[config.mk]
export PLATFORM = sky130hd
export DESIGN_NAME = alu_multicycle
export DESIGN_NICKNAME = d
export VERILOG_FILES = /design/src/rtl/alu_pkg.sv /design/src/rtl/alu_shift_iter.sv /design/src/rtl/alu_multicycle.sv
export SDC_FILE = /design/constraint.sdc
export NUM_CORES = 1
export LEC_CHECK = 0
export CORE_AREA = 2 2 199 201
export DETAILED_ROUTE_END_ITERATION = 7
export DIE_AREA = 0 0 201 203
export HOLD_SLACK_MARGIN = 0.15
export MAX_ROUTING_LAYER = met4
export PLACE_DENSITY = 0.46
export SYNTH_ARGS = -nofsm -noshare
export SYNTH_HDL_FRONTEND = slang
export SYNTH_SLANG_ARGS = --single-unit
[constraint.sdc]
create_clock -name clk -period 4.1 [get_ports clk]
set_clock_uncertainty 0.2 [all_clocks]
set_input_delay 0.82 -clock clk [delete_from_list [all_inputs] [get_ports clk]]
set_output_delay 0.82 -clock clk [all_outputs]
set_load 0.02 [all_outputs]
[src/rtl/alu_pkg.sv]
// Shared ALU encodings and the multicycle FSM types, imported by the decoder and the execution unit.
package alu_pkg;

  // ALU_ctrl encodings; the decoder drives these and alu_multicycle consumes them.
  localparam logic [3:0] ALU_AND = 4'b0000;
  localparam logic [3:0] ALU_OR  = 4'b0001;
  localparam logic [3:0] ALU_ADD = 4'b0010;
  localparam logic [3:0] ALU_XOR = 4'b0011;
  localparam logic [3:0] ALU_SUB = 4'b0110;
  localparam logic [3:0] ALU_SLT = 4'b0111;
  localparam logic [3:0] ALU_SLL = 4'b1000;
  localparam logic [3:0] ALU_SRL = 4'b1001;
  localparam logic [3:0] ALU_SRA = 4'b1010;

  typedef enum logic [1:0] {IDLE, SHIFT, DONE} state_t;

  typedef enum logic [1:0] {SH_LL = 2'd0, SH_RL = 2'd1, SH_RA = 2'd2} shift_mode_t;

  function automatic logic is_shift(input logic [3:0] code);
    return (code == ALU_SLL) || (code == ALU_SRL) || (code == ALU_SRA);
  endfunction

  function automatic shift_mode_t shift_mode(input logic [3:0] code);
    case (code)
      ALU_SRL: return SH_RL;
      ALU_SRA: return SH_RA;
      default: return SH_LL;
    endcase
  endfunction

endpackage

[src/rtl/alu_shift_iter.sv]
// Iterative shifter: accumulator plus down-counter, one bit position per step.
// acc is the accumulator value after the current step, so the top can capture
// the final result on the same edge that performs the last shift.
module alu_shift_iter
  import alu_pkg::*;
#(
  parameter int WIDTH = 32,
  localparam int CW = $clog2(WIDTH)
) (
  input  logic             clk,
  input  logic             rst,
  input  logic             load,
  input  logic             step,
  input  shift_mode_t      mode,
  input  logic [WIDTH-1:0] load_val,
  input  logic [CW-1:0]    load_cnt,
  output logic             last,
  output logic [WIDTH-1:0] acc
);

  logic [WIDTH-1:0] acc_q;
  logic [CW-1:0]    cnt;
  shift_mode_t      mode_q;

  // One-bit shift of the held accumulator; mode is latched at load time.
  always_comb begin
    acc = acc_q;
    case (mode_q)
      SH_LL:   acc = {acc_q[WIDTH-2:0], 1'b0};
      SH_RL:   acc = {1'b0, acc_q[WIDTH-1:1]};
      SH_RA:   acc = {acc_q[WIDTH-1], acc_q[WIDTH-1:1]};
      default: acc = acc_q;
    endcase
  end

  assign last = (cnt == CW'(1));

  // Load operand/amount on acceptance, then shift and count down per step.
  always_ff @(posedge clk or posedge rst) begin
    if (rst) begin
      acc_q  <= '0;
      cnt    <= '0;
      mode_q <= SH_LL;
    end else if (load) begin
      acc_q  <= load_val;
      cnt    <= load_cnt;
      mode_q <= mode;
    end else if (step) begin
      acc_q  <= acc;
      cnt    <= cnt - CW'(1);
    end
  end

endmodule

[src/rtl/alu_multicycle.sv]
// Multicycle execute unit: single-cycle logic/arith ops, iterative shifts,
// start/done handshake with busy stalling the pipeline during shifts.
module alu_multicycle
  import alu_pkg::*;
#(
  parameter int WIDTH = 32
) (
  input  logic             clk,
  input  logic             rst,
  input  logic             start,
  input  logic [3:0]       ALU_ctrl,
  input  logic [WIDTH-1:0] src_a,
  input  logic [WIDTH-1:0] src_b,
  output logic             busy,
  output logic             done,
  output logic [WIDTH-1:0] result,
  output logic             zero
);

  localparam int SW = $clog2(WIDTH);

  state_t           state, state_nxt;
  logic [SW-1:0]    shamt;
  logic [WIDTH-1:0] alu_y;
  logic             sh_load, sh_step, sh_last;
  logic [WIDTH-1:0] sh_acc;
  logic             res_load;
  logic [WIDTH-1:0] res_nxt;

  assign shamt = src_b[SW-1:0];

  // Single-cycle datapath, evaluated on the live inputs at acceptance.
  always_comb begin
    alu_y = '0;
    case (ALU_ctrl)
      ALU_AND: alu_y = src_a & src_b;
      ALU_OR:  alu_y = src_a | src_b;
      ALU_ADD: alu_y = src_a + src_b;
      ALU_XOR: alu_y = src_a ^ src_b;
      ALU_SUB: alu_y = src_a - src_b;
      ALU_SLT: alu_y = {{(WIDTH-1){1'b0}}, ($signed(src_a) < $signed(src_b))};
      default: alu_y = '0;
    endcase
  end

  alu_shift_iter #(.WIDTH(WIDTH)) u_shift (
    .clk      (clk),
    .rst      (rst),
    .load     (sh_load),
    .step     (sh_step),
    .mode     (shift_mode(ALU_ctrl)),
    .load_val (src_a),
    .load_cnt (shamt),
    .last     (sh_last),
    .acc      (sh_acc)
  );

  // State register.
  always_ff @(posedge clk or posedge rst) begin
    if (rst) state <= IDLE;
    else     state <= state_nxt;
  end

  // Next-state, shifter control and result-load selection.
  always_comb begin
    state_nxt = state;
    sh_load   = 1'b0;
    sh_step   = 1'b0;
    res_load  = 1'b0;
    res_nxt   = alu_y;
    case (state)
      IDLE: begin
        if (start) begin
          if (is_shift(ALU_ctrl) && (shamt != '0)) begin
            sh_load   = 1'b1;
            state_nxt = SHIFT;
          end else begin
            res_load  = 1'b1;
            res_nxt   = is_shift(ALU_ctrl) ? src_a : alu_y;
            state_nxt = DONE;
          end
        end
      end
      SHIFT: begin
        sh_step = 1'b1;
        if (sh_last) begin
          res_load  = 1'b1;
          res_nxt   = sh_acc;
          state_nxt = DONE;
        end
      end
      DONE:    state_nxt = IDLE;
      default: state_nxt = IDLE;
    endcase
  end

  assign busy = (state != IDLE);
  assign done = (state == DONE);

  // Result/zero only change on the edge that enters DONE.
  always_ff @(posedge clk or posedge rst) begin
    if (rst) begin
      result <= '0;
      zero   <= 1'b1;
    end else if (res_load) begin
      result <= res_nxt;
      zero   <= (res_nxt == '0);
    end
  end

endmodule

== Word level (Yosys, flattened, before mapping) ==
Cells that the tools add are included.

* Reductions and logical operators: 11
* Order comparisons: 1
* Add/subtract/negate cells: 3
* Equality and inequality tests: 15
* Bitwise logic cells: 3
* Multiplexer cells: 24

{| class="wikitable"
|+ Operators by type and width
! kind !! count
|-
| $mux 32 || 6
|-
| $pmux 32 s6 || 1
|-
| $pmux 32 s3 || 1
|-
| $pmux 32 s2 || 1
|-
| $add 32x32->32 || 1
|-
| $and 32x32->32 || 1
|-
| $logic_not 32->1 || 1
|-
| $lt 32x32->1 || 1
|-
| $or 32x32->32 || 1
|-
| $sub 32x32->32 || 1
|-
| $xor 32x32->32 || 1
|-
| $eq 4x4->1 const B || 3
|-
| $mux 5 || 2
|-
| $eq 4x2->1 const B || 2
|-
| $eq 4x3->1 const B || 2
|-
| $pmux 2 s2 || 2
|-
| $mux 1 || 7
|-
| $mux 2 || 3
|-
| $eq 5x1->1 const B || 1
|-
| $reduce_bool 5->1 || 1
|-
| $sub 5x1->5 const B || 1
|-
| $eq 2x1->1 const B || 2
|-
| $eq 2x2->1 const B || 2
|-
| $eq 4x1->1 const B || 1
|-
| other kinds (8) || 12
|}

* Register bits after elaboration: 74
* Logic and storage cells: 63

== Logic depth before layout (Yosys ltp) ==
Gate-level depths: netlist of run 1.

* Depth in word-level cells: 8
* Gate-level depth with buffers: 16

== By module ==
A second synthesis of run 1 with hierarchy kept.

* Cell total of the unflattened synthesis: 1,435
* Area total of the unflattened synthesis: 10,660.2 µm²

{| class="wikitable"
|+ By module, submodules not included
! module !! instances !! cells each !! area an instance (µm²) !! seq. area each (µm²)
|-
| alu_multicycle || 1 || 1,124 || 7,726.2 || 877.1
|-
| alu_shift_iter || 1 || 311 || 2,934.1 || 975.9
|}

== Worst setup path before layout of run 1 ==
OpenSTA, ideal clock, no wires.

* Kind: input port to flip-flop
* From: input port src_a[0]
* To: register zero
* Setup slack: -412 ps
* Setup time: 62 ps
* Data arrival time: 4,250 ps
* Data required time: 3,838 ps
* Cell stages on the path: 15
* Path through: inv_1 -> ha_1 -> fa_1 -> nor2_1 -> o311ai_2 -> a211oi_2 -> nor2_1 -> a311o_1 -> a211o_1 -> nor4b_2 -> nand4_1 -> or3_1 -> or4_1 -> nor4_1 -> a22o_1

* Cells in the longest elaborated chain, start to end: 7

{| class="wikitable"
|+ Ends and longest elaborated chain
! element !! RTL line !! source
|-
| from (decl) || alu_multicycle.sv:12 || <nowiki>input logic [WIDTH-1:0] src_a,</nowiki>
|-
| $sub 32x32->32, or another cell as far along || alu_multicycle.sv:40 || <nowiki>ALU_SUB: alu_y = src_a - src_b;</nowiki>
|-
| $pmux 32 s6 || alu_multicycle.sv:35 || <nowiki>case (ALU_ctrl)</nowiki>
|-
| $mux 32 || alu_multicycle.sv:79 || <nowiki>res_nxt = is_shift(ALU_ctrl) ? src_a : alu_y;</nowiki>
|-
| $mux 32 || alu_multicycle.sv:74 || <nowiki>if (is_shift(ALU_ctrl) && (shamt != '0)) begin</nowiki>
|-
| $mux 32 || alu_multicycle.sv:73 || <nowiki>if (start) begin</nowiki>
|-
| $pmux 32 s2 * || alu_multicycle.sv:71 || <nowiki>case (state)</nowiki>
|-
| $logic_not 32->1 * || alu_multicycle.sv:107 || <nowiki>zero <= (res_nxt == '0);</nowiki>
|-
| to (signal assigned) || alu_multicycle.sv:107 ||
|-
| to (decl) || alu_multicycle.sv:17 || <nowiki>output logic zero</nowiki>
|}

Every way passes the cells marked *; elsewhere a longest branch is shown, timed or not.
A chain may end at the register's enable or synchronous reset.

== Final worst setup path of run 1 ==
* From: input port src_a[16]
* To: register zero

The elaborated chain is that of the path after synthesis.

==> results of run 1 <==
-- metrics by stage --
step / util / instances / power [mW]
6_report: 0.4382 / 2477 / 5.745
5_1_grt: 0.4382 / 2477 / 6.101
4_1_cts: 0.4287 / 2467 / 5.669
3_5_place_dp: 0.4021 / 2430 / 4.673
3_3_place_gp: 0.4021 / 2430 / 4.644
2_1_floorplan: - / 1404 / 3.044
-- sequential cells by signal, indices dropped and copies added (netlist names) --
| name | flops |
|---|---|
| result | 32 |
| u_shift.acc_q | 32 |
| u_shift.mode_q | 2 |
| u_shift.cnt | 5 |
| zero | 1 |
| state | 2 |
-- placed cells by master, fill, tap and decap left out, types with 29 or more instances in the layout --
| cell | instances |
|---|---|
| buf_4 | 501 |
| nor2_1 | 155 |
| nand2_1 | 134 |
| a21oi_1 | 103 |
| inv_1 | 79 |
| ha_1 | 73 |
| clkdlybuf4s50_1 | 73 |
| dfrtp_1 | 72 |
| o21ai_0 | 66 |
| mux2i_1 | 44 |
| inv_2 | 29 |
-- cell type report --
type / instances / area, um2 / area share
multi-input combinational: 1125 / 8451 / 0.5014
timing repair buffer: 631 / 5142 / 0.3051
sequential: 74 / 1854 / 0.1100
tap: 518 / 648.1 / 0.03845
inverter: 113 / 439.2 / 0.02606
clock buffer: 11 / 242.7 / 0.01440
clock inverter: 5 / 77.57 / 0.004602
-- worst max-delay path by stage --
stage                     startpoint                to  slack (ns)
after detailed placement    src_a[1]  zero$_DFFE_PP1P_       -1.36
after global routing       src_a[16]  zero$_DFFE_PP1P_       -0.44
after global placement      src_b[5]  zero$_DFFE_PP1P_       -1.33
after CTS                  src_a[16]  zero$_DFFE_PP1P_       -0.49
after floorplan             src_a[1]  zero$_DFFE_PP1P_       -0.07
final                      src_a[16]  zero$_DFFE_PP1P_       -0.35
-- power groups by stage --
stage	Clock (mW)	Sequential (mW)	Combinational (mW)
2_1_floorplan	0	1.44	1.60
3_3_place_gp	0	1.34	3.31
3_5_place_dp	0	1.34	3.33
4_1_cts	0.875	1.34	3.46
5_1_grt	0.905	1.38	3.81
6_report	0.859	1.34	3.55
-- logic make-up after synthesis --
| group | after synthesis | synth area share |
|---|---|---|
| and+or+nand+nor | 475 | 0.2181 |
| muxes | 52 | 0.05255 |
| xor gates and xnor gates | 15 | 0.01274 |
| buffers and inverters | 205 | 0.08265 |
| AOI/OAI and AO/OA | 477 | 0.3241 |
| adders and majority gates | 106 | 0.1301 |
| DFF | 74 | 0.1798 |
-- per-layer routing --
metal	vias up	wire length, um
li1	6230	-
met1	6241	25620
met2	470	23130
met3	61	3099
met4	0	1013
met5	-	0
-- worst register-to-register path, delay by kind of cell, from the launching register on --
| family | cells | cell delay, ns |
|---|---|---|
| adder cells (fa/ha/maj) | 1 | 0.20 |
| AND/OR/NAND/NOR | 7 | 1.83 |
| flip-flops | 1 | 0.42 |
| buffers and inverters | 1 | 0.16 |
| AO/OA/AOI/OAI | 5 | 1.27 |
-- repair_timing --
action                     CTS  global route
pin swaps                   42            41
hold buffers                 0             0
resized for setup          172            78
buffers inserted            21            11
hold endpoints to repair     0             0
setup endpoints to repair   11             8
==> metrics.yaml, run 1 <==
hp-class: "reg -> reg"
synthCells: 1404
grt_use_met1: 0.3721
reg2reg_to: "zero$_DFFE_PP1P_"
status: "complete, but fails checks"
num_vias: 13000
critPathRequiredTime_ns: 4.19
grt_overflow: 0
pwr_density_cell_nw_per_um2: 340.8
first_global_vias: 12560
fillers: 3971
crit_cells: 16
io_buffers: 105
yosysMostFrequentCell: "nor2_1"
synth-seq-cells: 74
drt_iter0_drc: 1183
fin_nets: 2131
h-tree-depth: 3
die_x_um: 201
rr_worst_depth: 14
slew_headroom: 0.4438
synth_edf_count: 0
slowest_stage: "clkdlybuf4s50_1"
grtUsageMet2: 0.3959
violations: "negative setup slack"
clkLatencyLatePin_ns: 0.34
worstSetupPathType: "in -> reg"
whs_ns: 0.2798
die_area_um2: 40800
p_seq_frac: 0.233
leakage_nw: 7.676
synth_area_leaders: "dfrtp_1, ha_1, nor2_1"
grt_setup_unrepaired: "true"
finalSetupViolCount: 1
io_pins: 106
fin_tns_setup_ns: -0.3524
crit_chain: "clkdlybuf4s50_1 > inv_2 > ha_4 > buf_4 > nand4_1 > nor4_4 > a221oi_2 > o22ai_1 > a41oi_2 > a21oi_2 > o32a_1 > o31a_1 > or3_1 > or4_4 > nor4_2 > a22o_1"
hpwl_um: 44230
power.internal_mw: 3.235
layout_min_cycle_time_ns: 4.452
grt_util_all_layers: 0.2592
grt_use_met3: 0.02103
synth_cell_types: 93
place.gp.congestion: 0.9562
max_slew.worst_pin.slew_ns: 0.8344
cts-root-buf: "clkbuf_16"
area_growth_pct: 63.50
reg2reg_from: "u_shift.cnt[0]$_DFFE_PP0P_"
grt_max_degree: 46
hold_start: "result[17]$_DFFE_PP0P_"
rows: 72
hold_end: "result[17]$_DFFE_PP0P_"
pwr-share-comb: 0.617
pwr-share-clk: 0.149
first_pass_iters: 5
critPathTopFamily: "compound AO/OA/AOI/OAI gates"
yosysWarnings: 0
design_area_um2: 16850
drv_slew: 0
swShare: 0.4369
critPathArrivalTime_ns: 4.54
ir_drop_v: 0.0002136
synth_top_cell_area_share: 0.1772
antenna_found_initial: 0
initial_utilization: 0.2680
clock-sinks: 74
synthFlopType: "dfrtp_1"
synthTopCellsByCount: "nor2_1, nand2_1, a21oi_1"
grt_first_pass_wirelength_um: 78470
start_kind: "input port"
yosysSeqAreaShare: 0.1798
ant_nets: 0
fin_crit_sh: 1.086
grt_busiest_layer: "met2"
cts_made_buffers: 9
hold_viol_final: 0
p_switching_mw: 2.510
synth.net_count: 1581
cp-end-kind: "flip-flop"
post_drt_wl_per_cell_um: 21.34
cts.reportedPaths.clkPinSlew_ns: 0.06
reg2reg_slack_ns: -0.04
hold_path_depth: 2
cp_max_fo: 3
placed_cell_area_um2: 15470
post_drt_via_cell_ratio: 5.249
clockBufferDepth: 2
cap_viol_max_count: 0
cts_tree: "done"
core_area_um2: 38470
diodes: 0
drc: 0
max_stage_delay_ns: 0.49
drive_gt1_frac: 0.3803
layout_setup_ws_ns: -0.3524
avgSynthCellArea_um2: 7.342
place_ws_ns: -1.359
syn_area_um2: 10310
fp.dieH_um: 203
path_buf_inv: 3
wl_um: 52860
synthArstFlopShare: 1.000
synth_top_area_cell: "dfrtp_1"
max_freq_ghz: 0.2246
Power figures use the tool's default switching activity.
==> run 2: changes to the inputs <==
- CORE_AREA: 2 2 199 201 -> 2 2 175 177
- DIE_AREA: 0 0 201 203 -> 0 0 177 179
- PLACE_DENSITY: 0.46 -> 0.55
==> run 2 against run 1 <==
Net effect: highest routed layer unchanged; routed wire length is 2.6% lower; global-route usage is 6.7 points higher; clock-buffer cell count is 1 lower; worst hold slack worse by 0.017 ns; sequential cell count stayed put; core utilization is 13 points higher; first-iteration DRC count is 31% higher; the flow still finishes with violations (negative setup slack); design area is 1.4% higher; register-to-register slack better by 0.15 ns.
==> metrics.yaml, run 2 (synthesis gave the netlist of run 1 again) <==
status: "complete, but fails checks"
violations: "negative setup slack"
die_area_um2: 31680
pwr_density_cell_nw_per_um2: 348.6
drc: 0
post_drt_via_cell_ratio: 5.666
critPathArrivalTime_ns: 4.52
critPathMostFrequentCell: "a22o_1"
ir_drop_v: 0.0002303
initial_utilization: 0.3433
max_stage_delay_ns: 0.59
grt_max_degree: 45
fp.dieH_um: 179
leakage_nw: 7.926
design_area_um2: 17090
register_area_um2: 1854
instances_no_fill: 2379
fillers: 2802
cp_max_fo: 8
cap_viol_max_count: 0
first_pass_iters: 6
cts-root-buf: "clkbuf_16"
clkLatencyLatePin_ns: 0.34
finalSetupViolCount: 2
start_kind: "input port"
h-tree-depth: 3
grt_first_pass_wirelength_um: 76530
core_area_um2: 30030
layout_setup_ws_ns: -0.3385
num_vias: 13480
post_drt_wl_per_cell_um: 21.64
grt_setup_unrepaired: "true"
place.gp.congestion: 1.037
max_freq_ghz: 0.2253
place_ws_ns: -1.198
cp-end-kind: "flip-flop"
hpwl_um: 41690
io_buffers: 105
rows: 64
layout_commonest_cell: "buf_4"
critPathRequiredTime_ns: 4.18
fin_nets: 2153
max_slew.worst_pin.slew_ns: 1.091
area_growth_pct: 65.77
multi_input_area_um2: 8594
cts_made_buffers: 9
cts_hold_buf: 0
grt_util_all_layers: 0.3265
worstSetupPathType: "in -> reg"
placed_cell_area_um2: 15200
first_global_vias: 12750
clock-sinks: 74
fin_crit_sh: 1.083
grt_overflow: 0
io_pins: 106
layout_min_cycle_time_ns: 4.439
cts.reportedPaths.clkPinSlew_ns: 0.06
drive_gt1_frac: 0.3998
ant_nets: 0
cts_tree: "done"
reg.largest.list: "result: 32 flops, u_shift.acc_q: 32 flops, u_shift.cnt: 5 flops"
final_cell_mix: "buf_4, nor2_1, nand2_1"
finalPower_mw: 5.958
slowest_stage: "clkdlybuf4s50_1"
crit_chain: "clkdlybuf4s50_1 > nor2b_1 > and3_4 > and2_1 > buf_4 > a22o_1 > a31oi_1 > nand2_1 > nor3_2 > nand4_1 > or3_4 > or4_4 > nor4_4 > a22o_1"
hold_viol_final: 0
clockBufferDepth: 2
die_x_um: 177
placed_cells: 2293
antenna_found_initial: 2
whs_ns: 0.2626
slew_headroom: 0.2710
wl_um: 51480
drt_iter0_drc: 1545
hp-class: "reg -> reg"
drv_slew: 0
-- run 2: cell types whose count changed in the layout (fill, tap and decap cells not counted), moves of 4 or more --
cell,delta
buf_4,+25
inv_2,+12
dlymetal6s2s_1,+11
inv_1,-11
clkdlybuf4s50_1,-10
nor4_4,+5
a21oi_1,-4
a21oi_2,+4
a31oi_2,-4
-- run 2: area by class of cell --
type,instances,area share
Clock buffer,10,0.01340
Clock inverter,6,0.008054
Tap cell,396,0.02899
Inverter,113,0.02555
Antenna cell,2,0.0002929
Timing Repair Buffer,653,0.3123
Multi-Input combinational cell,1125,0.5029
Sequential cell,74,0.1085
-- run 2: worst paths after layout --
path / from / slack [ns] / to / depth (start not counted)
min in group asynchronous: rst / 0.72 / result[24]$_DFFE_PP0P_ / 2
min reg2reg: result[1]$_DFFE_PP0P_ / 0.26 / result[1]$_DFFE_PP0P_ / 2
max reg2reg: u_shift.cnt[1]$_DFFE_PP0P_ / 0.11 / zero$_DFFE_PP1P_ / 16
max in group asynchronous: rst / 2.33 / u_shift.mode_q[0]$_DFFE_PP0P_ / 3
min: result[1]$_DFFE_PP0P_ / 0.26 / result[1]$_DFFE_PP0P_ / 2
max: ALU_ctrl[2] / -0.34 / zero$_DFFE_PP1P_ / 14
-- run 2: what timing repair did --
action                                  in CTS  in global routing
resized for setup                          182                109
buffers inserted                            43                 27
endpoints found under the setup margin      13                 12
pin swaps                                   69                 74
-- run 2: report_power, final --
group,leakage [nW],internal (mW),switching [mW]
clock network,0.177,0.660,0.325
registers,0.919,1.05,0.279
logic,6.83,1.69,1.95
-- run 2: per-layer routing --
metal,global-route usage,share of wire,up-vias
met5,-,0,-
met4,0.1012,0.032,0
met3,0.03350,0.082,95
met2,0.4888,0.43,638
met1,0.4613,0.45,6474
li1,-,-,6272
-- run 2: stage by stage --
step / setup TNS (ns) / util
floorplan: -0.06645 / -
global placement: -9.308 / 0.5063
detailed placement: -10.54 / 0.5063
CTS: -0.6417 / 0.5493
global route: -0.9201 / 0.5691
finish: -0.5406 / 0.5691
-- run 2: worst max-delay path, delay by kind of cell --
| kind | cells | cell delay [ns] |
|---|---|---|
| compound gates | 3 | 0.73 |
| simple gates | 9 | 2.14 |
| buf+inv | 2 | 0.82 |
==> run 3: changes to the inputs <==
- CORE_AREA: 2 2 175 177 -> 5 5 178 180
- DIE_AREA: 0 0 177 179 -> 0 0 183 185
- TNS_END_PERCENT: not set -> 10
==> run 3 against run 2 <==
Net effect: the run still ends with negative setup slack left; sequential power hardly changed; sequential cell count unchanged; die area rose by 6.9%; first-iteration DRC count fell by 22%; design area shrank 5.7%.
==> metrics.yaml, run 3 (synthesis gave the netlist of run 1 again) <==
grt_max_degree: 44
io_buffers: 105
layout_min_cycle_time_ns: 4.634
leakage_nw: 7.410
ant_nets: 0
cts-root-buf: "clkbuf_16"
crit_chain: "clkdlybuf4s50_1 > inv_1 > buf_4 > ha_2 > o311ai_4 > a211oi_4 > buf_12 > o2111ai_4 > a211oi_4 > o21ai_1 > o21ai_0 > o31a_1 > or4_1 > or4_4 > nor4_2 > a22o_1"
layout_setup_ws_ns: -0.5338
die_x_um: 183
slowest_stage: "or4_4"
first_pass_iters: 8
post_drt_wl_per_cell_um: 21.93
max_stage_delay_ns: 0.55
initial_utilization: 0.3433
diodes: 0
critPathArrivalTime_ns: 4.72
max_slew.worst_pin.slew_ns: 0.8329
grt_first_pass_wirelength_um: 75220
wl_um: 50550
antenna_found_initial: 1
fillers: 2964
crit_start: "src_b[3]"
hold_start: "result[2]$_DFFE_PP0P_"
grt_overflow: 0
design_area_um2: 16120
placed_cell_area_um2: 15120
drive_gt1_frac: 0.3305
violations: "negative setup slack"
ir_drop_v: 0.0001850
area_growth_pct: 56.33
cts_hold_buf: 0
drc: 0
critPathTopFamily: "compound AO/OA/AOI/OAI gates"
final_cell_mix: "buf_4, nor2_1, nand2_1"
cp_max_fo: 4
first_global_vias: 12420
register_area_um2: 1854
status: "complete, but fails checks"
clkLatencyLatePin_ns: 0.34
hpwl_um: 42520
critPathMostFrequentCell: "a211oi_4"
start_kind: "input port"
layout_commonest_cell: "buf_4"
path_buf_inv: 4
cap_viol_max_count: 0
max_freq_ghz: 0.2158
cts_made_buffers: 9
fin_crit_sh: 1.130
drv_slew: 0
place.gp.congestion: 0.9948
clockBufferDepth: 2
multi_input_area_um2: 8215
critPathRequiredTime_ns: 4.19
worstSetupPathType: "in -> reg"
reg2reg_from: "u_shift.cnt[1]$_DFFE_PP0P_"
place_ws_ns: -1.299
io_pins: 106
pwr_density_cell_nw_per_um2: 355.7
cts_tree: "done"
hp-class: "reg -> reg"
die_area_um2: 33860
grt_setup_unrepaired: "true"
num_vias: 12960
clock-sinks: 74
reg.largest.list: "result: 32 flops, u_shift.acc_q: 32 flops, u_shift.cnt: 5 flops"
core_area_um2: 30030
post_drt_via_cell_ratio: 5.622
rows: 64
drt_iter0_drc: 1212
placed_cells: 2278
instances_no_fill: 2305
grt_util_all_layers: 0.2998
fp.dieH_um: 185
finalSetupViolCount: 5
fin_nets: 2081
slew_headroom: 0.4400
cp-end-kind: "flip-flop"
hold_viol_final: 0
cts.reportedPaths.clkPinSlew_ns: 0.06
h-tree-depth: 3
[run 3: changes by cell type in the layout (fill, tap and decap cells not counted), sizes merged, moves of 2 or more]
cell           delta
buf              -76
clkdlybuf4s15     -6
clkdlybuf4s50    +35
clkinvlp          +2
diode             -2
dlygate4sd2      -11
dlymetal6s2s     -13
[run 3: timing repair]
item                       in CTS  in global routing
resized for setup              46                 68
gates cloned                    0                  0
setup endpoints to repair      13                 14
setup buffers                   4                  7
pin swaps                      14                 30
[run 3: per-stage QoR]
step,TNS [ns],total power [mW],hold WS [ns],utilization
after detailed placement,-11.63,4.636,0.2564,0.5034
final,-1.467,5.733,0.2621,0.5367
after global placement,-10.64,4.604,0.2500,0.5034
after global routing,-2.571,6.089,0.3182,0.5367
after CTS,-2.024,5.632,0.2691,0.5232
after floorplan,-0.06645,3.044,0.2697,-
[run 3: layout make-up]
| class | instances | share of cell area |
|---|---|---|
| Multi-Input combinational cell | 1125 | 0.5098 |
| Sequential cell | 74 | 0.1151 |
| Inverter | 113 | 0.02710 |
| Timing Repair Buffer | 581 | 0.2954 |
| Clock buffer | 10 | 0.01483 |
| Clock inverter | 6 | 0.007065 |
| Tap cell | 396 | 0.03075 |
[run 3: per-layer routing]
layer  part of all wire  track usage  vias to the layer above
met5                  0            -                        -
met4              0.021      0.07062                        0
met3              0.087      0.05734                       63
met2               0.43       0.4464                      535
met1               0.46       0.4215                     6229
li1                   -            -                     6132
[run 3: worst min-delay path, stage by stage, from the launching register on]
cell and delay [ns]:
dfrtp_1 0.34, nand2_1 0.05, nand2_1 0.05
[run 3: where the power goes]
group	switching, mW	internal, mW	total [mW]
Clock	0.318	0.612	0.930
Combinational	1.90	1.59	3.49
Sequential	0.266	1.05	1.32
Total	2.48	3.25	5.73
[run 3: path summary, 6_finish.rpt]
path                                                 endpoint  slack (ns)  cells after the start
worst max-delay path                         zero$_DFFE_PP1P_       -0.53                     16
worst min-delay path                    result[2]$_DFFE_PP0P_        0.26                      2
worst max register to register               zero$_DFFE_PP1P_        0.13                     16
worst min register to register          result[2]$_DFFE_PP0P_        0.26                      2
max in group asynchronous                    zero$_DFFE_PP1P_        2.28                      3
min in group asynchronous       u_shift.acc_q[22]$_DFFE_PP0P_        0.68                      2
